==> src/rtl/refill_pkg.sv <==
`default_nettype none
// ============================================================================
//  Module   : refill_pkg
//  Purpose  : Shared types and sizing helpers for the refill line assembler.
//             Holds the FSM state encoding and the beat-count derivations.
//  Revision : 1.0  initial release
// ============================================================================
package refill_pkg;

    typedef enum logic [1:0] {
        RF_IDLE  = 2'd0,
        RF_FILL  = 2'd1,
        RF_WRITE = 2'd2,
        RF_DONE  = 2'd3
    } rf_state_t;

    // Number of refill beats needed to cover one line.
    function automatic int calc_nbeat(input int nb_col, input int col_width,
                                      input int beat_width);
        return (nb_col * col_width) / beat_width;
    endfunction

    // Width of a beat position / beat counter.
    function automatic int calc_bw(input int nbeat);
        return $clog2(nbeat);
    endfunction

endpackage : refill_pkg
`default_nettype wire

==> src/rtl/beat_slot_decoder.sv <==
`default_nettype none
// ============================================================================
//  Module   : beat_slot_decoder
//  Purpose  : Wrap-adds the critical beat position and the beat counter
//             (modulo NBEAT) and returns a one-hot slot enable for the line
//             buffer.
//  Ports    : i_base    - critical beat position (first beat of the burst)
//             i_offset  - number of beats already accepted
//             o_slot_en - one-hot enable, bit k selects beat slot k
//  Revision : 1.0  initial release
// ============================================================================
module beat_slot_decoder #(
    parameter int NBEAT = 16,
    parameter int BW    = 4
) (
    input  logic [BW-1:0]    i_base,
    input  logic [BW-1:0]    i_offset,
    output logic [NBEAT-1:0] o_slot_en
);

    logic [BW-1:0] w_slot;

    // BW-bit addition wraps naturally because NBEAT is a power of two.
    assign w_slot    = i_base + i_offset;
    assign o_slot_en = NBEAT'(1) << w_slot;

endmodule : beat_slot_decoder
`default_nettype wire

==> src/rtl/refill_line_assembler.sv <==
`default_nettype none
// ============================================================================
//  Module   : refill_line_assembler
//  Purpose  : Collects a wrap burst of narrow refill beats (critical word
//             first) into a flop line buffer and commits it to the line BRAM
//             with a single full-line write, then pulses done.
//  Ports    : clka/rstn                 - clock, synchronous active-low reset
//             req_valid/req_ready       - refill request handshake
//             req_index/req_word        - BRAM entry and critical beat slot
//             rvalid/rready/rdata/rlast - refill beat stream
//             addra/dina/wea            - BRAM write port
//             done/done_err             - completion pulse and length error
//             crit_valid/crit_data      - critical word forward
//  Config   : REFILL_CRIT_FWD_EN - when defined, the first accepted beat of
//             each request is forwarded (registered) on crit_valid/crit_data.
//  Revision : 1.0  initial release
// ============================================================================
module refill_line_assembler
    import refill_pkg::*;
#(
    parameter int NB_COL     = 64,
    parameter int COL_WIDTH  = 8,
    parameter int RAM_DEPTH  = 64,
    parameter int BEAT_WIDTH = 32
) (
    input  logic                                    clka,
    input  logic                                    rstn,
    input  logic                                    req_valid,
    output logic                                    req_ready,
    input  logic [$clog2(RAM_DEPTH)-1:0]            req_index,
    input  logic [calc_bw(calc_nbeat(NB_COL, COL_WIDTH, BEAT_WIDTH))-1:0] req_word,
    input  logic                                    rvalid,
    output logic                                    rready,
    input  logic [BEAT_WIDTH-1:0]                   rdata,
    input  logic                                    rlast,
    output logic [$clog2(RAM_DEPTH)-1:0]            addra,
    output logic [NB_COL*COL_WIDTH-1:0]             dina,
    output logic [NB_COL-1:0]                       wea,
    output logic                                    done,
    output logic                                    done_err,
    output logic                                    crit_valid,
    output logic [BEAT_WIDTH-1:0]                   crit_data
);

    localparam int c_IW    = $clog2(RAM_DEPTH);
    localparam int c_NBEAT = calc_nbeat(NB_COL, COL_WIDTH, BEAT_WIDTH);
    localparam int c_BW    = calc_bw(c_NBEAT);
    localparam int c_LW    = NB_COL * COL_WIDTH;
    localparam logic [c_BW-1:0] c_LAST_CNT = c_BW'(c_NBEAT - 1);

    rf_state_t          r_state;
    logic [c_BW-1:0]    r_cnt;
    logic [c_BW-1:0]    r_word;
    logic [c_IW-1:0]    r_index;
    logic               r_err;
    logic [BEAT_WIDTH-1:0] r_line [c_NBEAT];

    logic               w_beat_fire;
    logic [c_NBEAT-1:0] w_slot_en;
    logic [c_LW-1:0]    w_line_flat;

    assign w_beat_fire = (r_state == RF_FILL) && rvalid;

    // ------------------------------------------------------------------
    // Control FSM
    // ------------------------------------------------------------------
    always_ff @(posedge clka) begin
        if (!rstn) begin
            r_state <= RF_IDLE;
            r_cnt   <= '0;
            r_word  <= '0;
            r_index <= '0;
            r_err   <= 1'b0;
        end else begin
            case (r_state)
                RF_IDLE: begin
                    if (req_valid) begin
                        r_index <= req_index;
                        r_word  <= req_word;
                        r_cnt   <= '0;
                        r_err   <= 1'b0;
                        r_state <= RF_FILL;
                    end
                end
                RF_FILL: begin
                    if (rvalid) begin
                        r_cnt <= r_cnt + c_BW'(1);
                        if (r_cnt == c_LAST_CNT) begin
                            if (rlast) begin
                                r_state <= RF_WRITE;
                            end else begin
                                // Burst overran the line: drop it, stop accepting.
                                r_err   <= 1'b1;
                                r_state <= RF_DONE;
                            end
                        end else if (rlast) begin
                            // Burst ended short of a full line.
                            r_err   <= 1'b1;
                            r_state <= RF_DONE;
                        end
                    end
                end
                RF_WRITE: r_state <= RF_DONE;
                RF_DONE:  r_state <= RF_IDLE;
                default:  r_state <= RF_IDLE;
            endcase
        end
    end

    // ------------------------------------------------------------------
    // Line buffer: one flop slot per beat, written through the decoder
    // ------------------------------------------------------------------
    beat_slot_decoder #(
        .NBEAT (c_NBEAT),
        .BW    (c_BW)
    ) u_slot_dec (
        .i_base    (r_word),
        .i_offset  (r_cnt),
        .o_slot_en (w_slot_en)
    );

    generate
        for (genvar k = 0; k < c_NBEAT; k++) begin : g_slot
            always_ff @(posedge clka) begin
                if (!rstn) begin
                    r_line[k] <= '0;
                end else if (w_beat_fire && w_slot_en[k]) begin
                    r_line[k] <= rdata;
                end
            end
            assign w_line_flat[k*BEAT_WIDTH +: BEAT_WIDTH] = r_line[k];
        end
    endgenerate

    // ------------------------------------------------------------------
    // Outputs: decoded from registered state, forced quiet during reset
    // ------------------------------------------------------------------
    assign req_ready = rstn && (r_state == RF_IDLE);
    assign rready    = rstn && (r_state == RF_FILL);
    assign wea       = (rstn && (r_state == RF_WRITE)) ? '1 : '0;
    assign addra     = rstn ? r_index : '0;
    assign dina      = rstn ? w_line_flat : '0;
    assign done      = rstn && (r_state == RF_DONE);
    assign done_err  = done && r_err;

`ifdef REFILL_CRIT_FWD_EN
    logic                  r_crit_valid;
    logic [BEAT_WIDTH-1:0] r_crit_data;

    always_ff @(posedge clka) begin
        if (!rstn) begin
            r_crit_valid <= 1'b0;
            r_crit_data  <= '0;
        end else begin
            // Counter at zero marks the critical (first) beat of the request.
            r_crit_valid <= w_beat_fire && (r_cnt == '0);
            if (w_beat_fire && (r_cnt == '0)) begin
                r_crit_data <= rdata;
            end
        end
    end

    assign crit_valid = rstn && r_crit_valid;
    assign crit_data  = rstn ? r_crit_data : '0;
`else
    assign crit_valid = 1'b0;
    assign crit_data  = '0;
`endif

endmodule : refill_line_assembler
`default_nettype wire

==> config.mk <==
export PLATFORM = sky130hd
export DESIGN_NAME = refill_line_assembler
export DESIGN_NICKNAME = d
export VERILOG_FILES = /design/src/rtl/refill_pkg.sv /design/src/rtl/beat_slot_decoder.sv /design/src/rtl/refill_line_assembler.sv
export SDC_FILE = /design/constraint.sdc
export NUM_CORES = 1
export LEC_CHECK = 0
export CAP_MARGIN = 20
export CORE_AREA = 2 2 258 260
export CTS_BUF_LIST = sky130_fd_sc_hd__clkbuf_16
export DETAILED_ROUTE_END_ITERATION = 10
export DIE_AREA = 0 0 260 262
export HOLD_SLACK_MARGIN = 0.03
export PLACE_DENSITY = 0.61
export SETUP_SLACK_MARGIN = 0.1
export SYNTH_ARGS = -nofsm -noshare
export SYNTH_HDL_FRONTEND = slang
export SYNTH_SLANG_ARGS = --single-unit
export TNS_END_PERCENT = 1
==> constraint.sdc <==
create_clock -name clka -period 5 [get_ports clka]
set_input_delay 1 -clock clka [delete_from_list [all_inputs] [get_ports clka]]
set_output_delay 1 -clock clka [all_outputs]
set_load 0.02 [all_outputs]
-- Word-level counts from Yosys, hierarchy flattened
Memory sizes are Yosys's and may differ from the RTL's.
Cells that the tools add are included.
W data, S select, Z words.
- register bits: 17
- RAM bits: 512
- output and inout bits: 619
- logic and storage cells: 144
- memories kept: 1
- add/subtract/negate cells: 2
- equal/unequal tests: 8
- shift-type cells: 1
- multiplexer cells: 83
- bitwise gates (word level): 16
- reductions and logical operators: 28
- memory list (name ; words ; bits a word ; rd ports ; clocked after Yosys merged registers in ; wr ports ; line ; RTL):
    r_line ; 16 ; 32 ; 16 ; 0 ; 16 ; refill_line_assembler.sv:56 ; logic [BEAT_WIDTH-1:0] r_line [c_NBEAT];
- operators by type and width (operator ; count):
    $mux W32 ; 16
    $mux W512 ; 1
    $mux W64 ; 1
    $mux W1 ; 55
    $logic_and A1 B1 Y1 ; 22
    $or A1 B1 Y1 ; 16
    $shl A1 B4 Y16 const A ; 1
    $mux W2 ; 4
    $mux W4 ; 2
    $pmux W2 S4 ; 1
    $pmux W4 S2 ; 1
    $mux W6 ; 1
    $reduce_and A3 Y1 ; 2
    $reduce_and A5 Y1 ; 1
    $add A4 B1 Y4 const B ; 1
    $add A4 B4 Y4 ; 1
    $eq A2 B2 Y1 const B ; 2
    $eq A4 B4 Y1 const B ; 1
    $ne A2 B2 Y1 const B ; 2
    $ne A3 B2 Y1 const B ; 1
    $ne A3 B3 Y1 const B ; 1
    $eq A2 B1 Y1 const B ; 1
    $logic_not A2 Y1 ; 1
    $pmux W1 S2 ; 1
    other kinds (2) ; 2

-- Logic depth before layout (Yosys ltp)
Gate-level depths: netlist (run 1).
- depth in word-level cells: 7
- gate-level depth with buffers: 8
- depth with buffers taken out: 7

-- Modules after synthesis
From an unflattened synthesis (run 1), not the netlist that was laid out.
- cell total of the unflattened synthesis: 2019
- area total of the unflattened synthesis: 25181.7 um^2
- modules (own cells, without submodules) (module ; instances ; cells each ; area an instance (um^2) ; sequential area each (um^2)):
    refill_line_assembler ; 1 ; 1975 ; 24910.1 ; 15715.1
    beat_slot_decoder ; 1 ; 44 ; 271.5 ; 0.0

-- Worst setup path before layout (run 1)
Ideal clock, no wire load.
- path type: input -> output
- from: input port rstn
- to: output port wea[10]
- arrival time: 3328 ps
- data required time: 4000 ps
- path slack: 672 ps
- stages on the path: 5
- path buffers: 4
- cells stage by stage: clkbuf_1 clkbuf_1 clkbuf_1 and2_1 buf_4
- longest elaborated chain between the ends: 2
- RTL lines (element ; line ; RTL):
    start: declaration ; refill_line_assembler.sv:27 ; input logic rstn,
    $logic_and A1 B1 Y1 ; refill_line_assembler.sv:140 ; assign wea = (rstn && (r_state == RF_WRITE)) ? '1 : '0;
    $mux W64 ; refill_line_assembler.sv:140 ;
    end: declaration ; refill_line_assembler.sv:38 ; output logic [NB_COL-1:0] wea,
Every way passes these cells.

-- Worst setup path in the final report (run 1)
- from: input port rstn
- to: output port wea[29]
The elaborated chain is that of the path after synthesis.

==> impl.org, run 1 <==
** STA
- Max-slew headroom :: 0.2097
- After layout, the worst setup slack is 0.8809 ns.
- Setup repair after global routing left no endpoint under its margin.
- Hold Vio Cnt, Final :: 0
- For this run, the top clock speed supported by timing is 242.8 MHz.
- At the pin with the least slew margin, the transition time is 1.183 ns.
- Post-route clock period utilization :: 0.8238
- Setup violations remaining at the end of the flow were counted as 0.
- Setup skew after layout :: 0.01464 ns
- In the final timing run, aggregate negative setup slack is 0 ns.
- Final Slew Violations :: 0
- Final period demand of the worst path :: 4.119 ns
- Hold is met by 0.4545 ns.

** CTS
- CTS built an H-tree with a depth of 2.
- Longest Clk Path Bufs :: 3
- TritonCTS built the clock tree.
- For the worst-skew pair, the clock arrives at the later sink with an insertion delay of 0.61 ns.
- Buffer cell driving the clock tree root :: clkbuf_16
- For this design, the sink count on the clock tree is 529.
- Resized cells post-CTS :: 0
- In this run the post-CTS setup repair buffer count came out at 0.
- CTS Hold Bufs :: 0
- TritonCTS created 56 clock buffers.
- After clock tree synthesis, the clock-pin slew on the worst setup and hold paths is 0.06 ns.

** Final layout
- Layout Nets :: 2,549
- Fraction of final layout cells with drive strength greater than 1 :: 0.05321
- Final standard cell utilization of the core :: 0.4830
- Area taken by flip-flops and latches :: 15,720 um2
- Number of fillers in the final layout :: 5,872
- The area growth from synthesis to layout is 36.31%.
- Total inserted antenna cells :: 0
- The multi-input combinational cells in the finished layout cover a total of 6267 um2.
- The finished cells cover 31,530 um2.

** Synthesis
- The share of synthesized area in the top cell type comes to 0.6648.
- Synth Area in XOR/XNOR :: 0.002272
- Number of enable-type register cells in the synthesized netlist :: 512
- Cell types with the highest counts after synthesis :: 523 x and2_1, 518 x nor2_1, 512 x edfxtp_1
- Of the synthesized area, sequential elements account for 0.6795.
- Measured against the total synthesized area, the mux share comes to 0.0004328.
- Synth Register Bits :: 529
- Of the total synthesized cell area, the portion taken by AND, OR, NAND and NOR gates is 0.2459.
- and2_1 is the most common cell in the netlist.
- Of the total synthesized cell area, the portion taken by full adders, half adders and majority gates is 0.005735.
- In the synthesized netlist, the number of instances is 1,975.
- The Yosys step of the flow raised 0 warnings.
- After synthesis, the mean cell area works out to 11.71 um2.
- Largest family of logic cells by synthesized area :: simple AND/OR/NAND/NOR gates
- Complex-gate fraction of the synthesized area :: 0.006817
- Largest area contributor in the synthesized netlist :: edfxtp_1
- Largest cells by area after synthesis :: edfxtp_1 66%, and2_1 14%, nor2_1 8.4%, buf_4 3.1%, clkbuf_1 1.6%
- Primary FF master, synth :: edfxtp_1
- For this run, asynchronously set or reset flops after synthesis account for 0.
- Number of distinct standard cells referenced by the synthesized netlist :: 31
- The cell area that synthesis handed to floorplanning was 23,130 um2.

** Outcome
- Outcome :: finished, final reports clean

** Min path
- Worst min path class :: reg -> reg
- Worst hold path startpoint :: r_index[2]
- Worst hold path stage count :: 2
- Hold EP :: r_index[2]

** Worst setup path
- Kind of start point of the critical path :: input pin
- The worst register-to-register path has a setup slack of 1.52 ns.
- Data on the critical path is required at its endpoint by 4.00 ns.
- Beginning of the critical path :: rstn
- Category of the worst setup path capture point :: output pin
- The worst register-to-register path begins at r_cnt[2].
- Arrival time worst endpoint :: 3.12 ns
- For the worst flop-to-flop path, the logic depth is 5.
- End of the worst register-to-register path :: r_line[1][175]
- The critical path is of the in -> out type.
- Critical Path Fanout Max :: 111

** Global routing
- In the global route stage, overall resource usage came out at 0.2192.
- The number of global-route vias before repair is 15,690.
- The first global-routing pass estimated 108.3 mm of wire.
- The number of antenna violations at the first check in global routing was 0.
- Pin count of the biggest net entering global routing :: 172
- Summed over all layers, the global routing overflow is 0.

** Route
- Total via count after detailed routing :: 16,210
- The count of nets left with antenna violations once routing finished came out at 0.
- The first detailed-routing pass took 5 iterations.
- Via density :: 4.766
- Routed wire length per instance :: 23.01 um
- Final wirelength :: 78.27 mm
- For this run, design rule violations remaining after detail routing come to 0.
- Starting DRT DRC Count :: 1,461

** Power
- P per Cell Area :: 353.1 nW/um2
- IR analysis of the VDD net gives a maximum drop of 0.0002551 V.
- Summed over all cells, the static leakage comes to 11.22 nW.

** Floorplanning
- For this configuration, the core starts out at a cell density of 0.3543.
- The floorplan step defined a die boundary enclosing 68,120 um2.
- From bottom edge to top edge, the die measures 262 um.
- Row generation in the floorplan step produced 94 rows.
- The die is 260 um wide.
- Io pins :: 666
- The total area inside the core boundary comes to 65,280 um2.

** Placed design
- Final HPWL from detailed placement :: 51.11 mm
- During placement, the flow inserted port buffers numbering 632.
- Final Wtd Congestion :: 0.8162
- OpenSTA, run right after detailed placement, puts the worst setup slack at 0.8931 ns.
- Placed inst area :: 29,730 um2

** Run
- Max-cap violations in this run came to 0.
-- worst max-delay path by stage --
stage / to / cells past startpoint / slack [ns]
after floorplan: wea[10] / 5 / 0.67
after global placement: wea[5] / 3 / 1.03
after detailed placement: wea[43] / 3 / 0.89
after CTS: wea[43] / 3 / 0.88
after global routing: wea[16] / 3 / 0.70
final: wea[29] / 3 / 0.88
-- per-layer routing --
layer,vias up,GRT usage,part of all wire
li1,7336,-,-
met1,8070,0.2590,0.37
met2,675,0.3963,0.53
met3,127,0.03906,0.067
met4,0,0.08461,0.036
met5,-,0,0
-- final cells by class --
type,count,area share
Sequential cell,529,0.4985
Timing Repair Buffer,672,0.2118
Multi-Input combinational cell,1226,0.1988
Clock buffer,58,0.04604
Tap cell,864,0.03429
Clock inverter,45,0.009763
Inverter,7,0.0008335
-- per-stage QoR --
stage	std cells	power (mW)
6_report	3401	11.13
3_5_place_dp	3296	7.187
4_1_cts	3399	11.20
2_1_floorplan	2007	6.395
3_3_place_gp	3296	7.155
5_1_grt	3401	11.47
-- layout by cell type (no fill, tap or decap), types with 3 or more instances in the layout --
| cell | n |
|---|---|
| a21boi_0 | 3 |
| nand2_2 | 7 |
| o21ai_0 | 3 |
| nor4_1 | 4 |
| nand2b_1 | 4 |
| edfxtp_1 | 512 |
| nand3_1 | 11 |
| nor3_1 | 8 |
| nor2_1 | 518 |
| a21oi_1 | 11 |
| clkdlybuf4s50_1 | 631 |
| clkinv_2 | 11 |
| clkinv_1 | 13 |
| o21ai_4 | 6 |
| bufinv_16 | 4 |
| and2_1 | 522 |
| xnor2_1 | 4 |
| inv_1 | 21 |
| nand2_1 | 64 |
| buf_4 | 36 |
| conb_1 | 33 |
| buf_12 | 3 |
| ha_1 | 9 |
| clkbuf_16 | 58 |
| dfxtp_1 | 17 |
-- flip-flops by register name, indices dropped and copies added (netlist names) --
signal and count:
r_line 512, r_index 6, r_cnt 4, r_word 4
r_state 2, r_err 1
-- report_power, final --
part / total, mW / switching, mW / internal, mW
Clock: 4.05 / 1.76 / 2.29
Combinational: 1.89 / 1.17 / 0.722
Sequential: 5.19 / 0.0786 / 5.11
Total: 11.1 / 3.01 / 8.12
-- logic make-up after synthesis --
| logic type | after synthesis |
|---|---|
| other | 1 |
| and+or+nand+nor | 1148 |
| DFF | 529 |
| buffers and inverters | 252 |
| AOI/OAI and AO/OA | 28 |
| xor gates and xnor gates | 6 |
| adders and majority gates | 10 |
| muxes | 1 |
-- critical path, stage by stage --
cell	delay [ns]
buf_8	0.39
and2_2	0.87
clkdlybuf4s50_1	0.77
(Power assumes the default switching activity.)
==> run 2: changes to the inputs <==
- CORE_AREA: 2 2 258 260 -> unset
- CORE_ASPECT_RATIO: unset -> 0.5
- CORE_MARGIN: unset -> 2
- CORE_UTILIZATION: unset -> 43
- DIE_AREA: 0 0 260 262 -> unset
- PLACE_DENSITY: 0.61 -> 0.74
- clock period: 5 -> 3.5 ns (I/O delays scaled with it)
==> run 2 against run 1 <==
  * Combinational power up 47%
  * Via count is 4.4% higher
  * Sequential power grew 43%
  * Design area fell by 0.85%
  * Non-clock buffer count rose by 30
  * Critical endpoint is now wea[16]
  * Worst setup slack got worse by 0.47 ns
  * Die area decreased by 18%
==> impl.org, run 2 (synthesis gave the netlist of run 1 again) <==
** Outcome
- The flow ran to the end, and the final reports show no timing, DRC or antenna violations.

** Route
- Routed wire length per instance :: 24.41 um (+6.1%)
- Met1 Routed Length :: 28.01 mm (-3.5%)
- DR top layer :: met4
- The number of violations reported at the end of detailed-routing iteration 0 is 1,773 (+21%).
- Metal3 WL :: 6.244 mm (+19%)
- The post-detailed-route count of antenna-violating nets was 0 (unchanged).
- Total via count after detailed routing :: 16,930 (+4.4%)
- Via density :: 5.183 (+8.8%)
- Routed wire length on met2 :: 41.39 mm (+0.51%)
- The routed wire length came to 79.72 mm (+1.8%).
- The first-pass iteration count of the detailed router is 6 (+1).
- The DRC violation count after routing was 0 (unchanged).

** Final layout
- The largest registers in the layout are r_line x512, r_index x6.
- Leaving out fill and tap cells, the most frequent cell in the layout is clkdlybuf4s50_1.
- The register with the most flip-flops in the final layout is r_line.
- The final standard cell count with taps included and fillers excluded was 3,266 (-4.0%).
- The flip-flop count of the largest register, all copies and words added was 512 (unchanged).
- Post-layout instance area :: 31,260 um2 (-0.85%)
- The antenna diode count came to 0 (unchanged).
- Layout Nets :: 2,571 (+0.86%)
- Most frequent cells in the layout :: 630 x clkdlybuf4s50_1, 522 x and2_1, 518 x nor2_1
- The share of layout cells above drive strength 1 is 0.05758 (+0.004367).
- Relative to the synthesized area, the layout overhead comes to 35.15%.

** Power
- Static leakage :: 11.21 nW (about the same)
- VDD IR max :: 0.0003660 V (+43%)
- The power density over the cells was 488.6 nW/um2 (+38%).

** STA
- Post-route clock period utilization :: 0.8836
- Final period demand of the worst path :: 3.093 ns
- Hold Vio Cnt, Final :: 0 (unchanged)
- Setup repair after global routing left no endpoint under its margin.
- The slew at the pin with the worst max-slew slack is 1.119 ns (-0.06326 ns).
- The max-slew violation total from the final report is 0 (unchanged).
- Setup skew after layout :: 0.02241 ns (+0.007767 ns)
- Based on the critical path, the design can be clocked at up to 323.3 MHz.
- Number of setup violations in the final report :: 0 (unchanged)
- Setup TNS :: 0 ns (unchanged)
- The relative slew slack is 0.2519 (+0.04228).

** Global routing
- The wire length of the first global-routing pass is 110.0 mm (+1.6%).
- Pin count of the biggest net entering global routing :: 122 (-29%)
- Initial antenna violation count :: 2 (+2)
- The leftover overflow at the end of global routing came to 0 (unchanged).
- Number of global-route vias before repair :: 15,970 (+1.8%)
- The global routing usage summed across all routing layers came to 0.2745 (+0.05527).

** CTS
- Buffer cell driving the clock tree root :: clkbuf_16
- CTS Hold Bufs :: 0 (unchanged)
- Clock buffers created by TritonCTS :: 48 (-14%)
- The maximum number of buffers from clock root to sink is 3 (unchanged).
- Post-CTS Setup Repair Bufs :: 0 (unchanged)
- Resized cells post-CTS :: 0 (unchanged)
- Count of H-tree levels built during CTS :: 2 (unchanged)
- Skew-Pair Late Insertion Delay :: 0.59 ns (-0.02 ns)
- TritonCTS built the clock tree.
- Clock transition time at the flip-flop clock pins of the worst setup and hold paths :: 0.07 ns (about the same)
- The total clock sinks came to 529 (unchanged).

** Worst setup path
- Critical Path Fanout Max :: 64 (-42%)
- The minimum setup slack among reg-to-reg paths was 0.58 ns (-0.94 ns).
- The number of cells traversed by the worst register-to-register path came to 8 (+3).
- End of the worst register-to-register path :: r_line[0][88]
- Category of the worst setup path capture point :: output pin
- By startpoint and endpoint, the worst setup path is classified as reg -> out.
- The critical path data arrival time is 2.39 ns (-0.73 ns).
- STA classifies the critical path startpoint as a flop.
- Worst path required time :: 2.80 ns (-1.20 ns)
- The startpoint identified for the worst register-to-register timing path is r_cnt[0].

** Run
- The total of max-cap violations was 0 (unchanged).

** Min path
- The worst hold path terminates at r_index[4].
- Worst hold path startpoint :: r_index[4]
- The min-delay analysis places its worst path in the category reg -> reg.
- The instance count along the most critical hold path was 2 (unchanged).

** Floorplanning
- Die X-Extent :: 332.0 um (+28%)
- Height of the die :: 168.0 um (-36%)
- Core outline area :: 53,450 um2 (-18%)
- Io pins :: 666 (unchanged)
- Die outline area :: 55,770 um2 (-18%)
- The number of cell rows was 60 (-36%).
- The effective utilization at floorplan is 0.4327 (+0.07837).

** Placed design
- Cell count after placement :: 3,177 (-3.6%)
- The number of input and output port buffers inserted is 632 (unchanged).
- Placed inst area :: 29,800 um2 (+0.23%)
- Final Wtd Congestion :: 0.8698 (+6.6%)
- The HPWL reported at the end of detailed placement came to 52.85 mm (+3.4%).
-- run 2: worst max path at each step --
stage	from	endpoint	slack (ns)
finish	r_state[0]	wea[16]	0.41
global route	r_state[0]	wea[16]	0.30
detailed placement	rstn	dina[475]	0.51
global placement	rstn	dina[475]	0.51
floorplan	rstn	wea[10]	0.35
CTS	r_state[0]	wea[37]	0.37
-- run 2: where the power goes --
| part | internal, mW | total [mW] | switching, mW |
|---|---|---|---|
| registers | 7.30 | 7.43 | 0.129 |
| logic | 1.07 | 2.77 | 1.70 |
| clock network | 2.69 | 5.08 | 2.39 |
| total | 11.1 | 15.3 | 4.22 |
-- run 2: final cells by class --
cell class | instances | area, um2
Timing Repair Buffer | 702 | 6954
Fill cell | 4373 | 22190
Tap cell | 713 | 892.1
Inverter | 7 | 26.28
Sequential cell | 529 | 15720
Multi-Input combinational cell | 1226 | 6212
Clock inverter | 40 | 231.5
Clock buffer | 49 | 1226
-- run 2: layer usage --
| metal | global-route usage | vias to the layer above |
|---|---|---|
| met2 | 0.4904 | 855 |
| li1 | - | 7389 |
| met4 | 0.1387 | 0 |
| met5 | 0 | - |
| met1 | 0.3226 | 8471 |
| met3 | 0.04492 | 212 |
-- run 2: per-stage QoR --
stage	setup slack, ns	hold WS (ns)	util	power (mW)
6_report	0.4073	0.4515	0.5848	15.27
5_1_grt	0.2978	0.4784	0.5848	15.68
4_1_cts	0.3651	0.4519	0.5848	15.30
3_5_place_dp	0.5085	0.4424	0.5575	10.32
3_3_place_gp	0.5136	0.4385	0.5575	10.28
2_1_floorplan	0.3548	0.4317	-	9.129
-- run 2: critical path, stage by stage (launching register included) --
cell	delay [ns]
dfxtp_1	0.33
inv_1	0.14
ha_1	0.19
and2_2	0.18
buf_12	0.24
clkdlybuf4s50_1	0.68
==> run 3: changes to the inputs <==
- SLEW_MARGIN: unset -> 10
==> results of run 3 <==
Same layout as run 2: the final DEF is identical, and so are final timing and power.
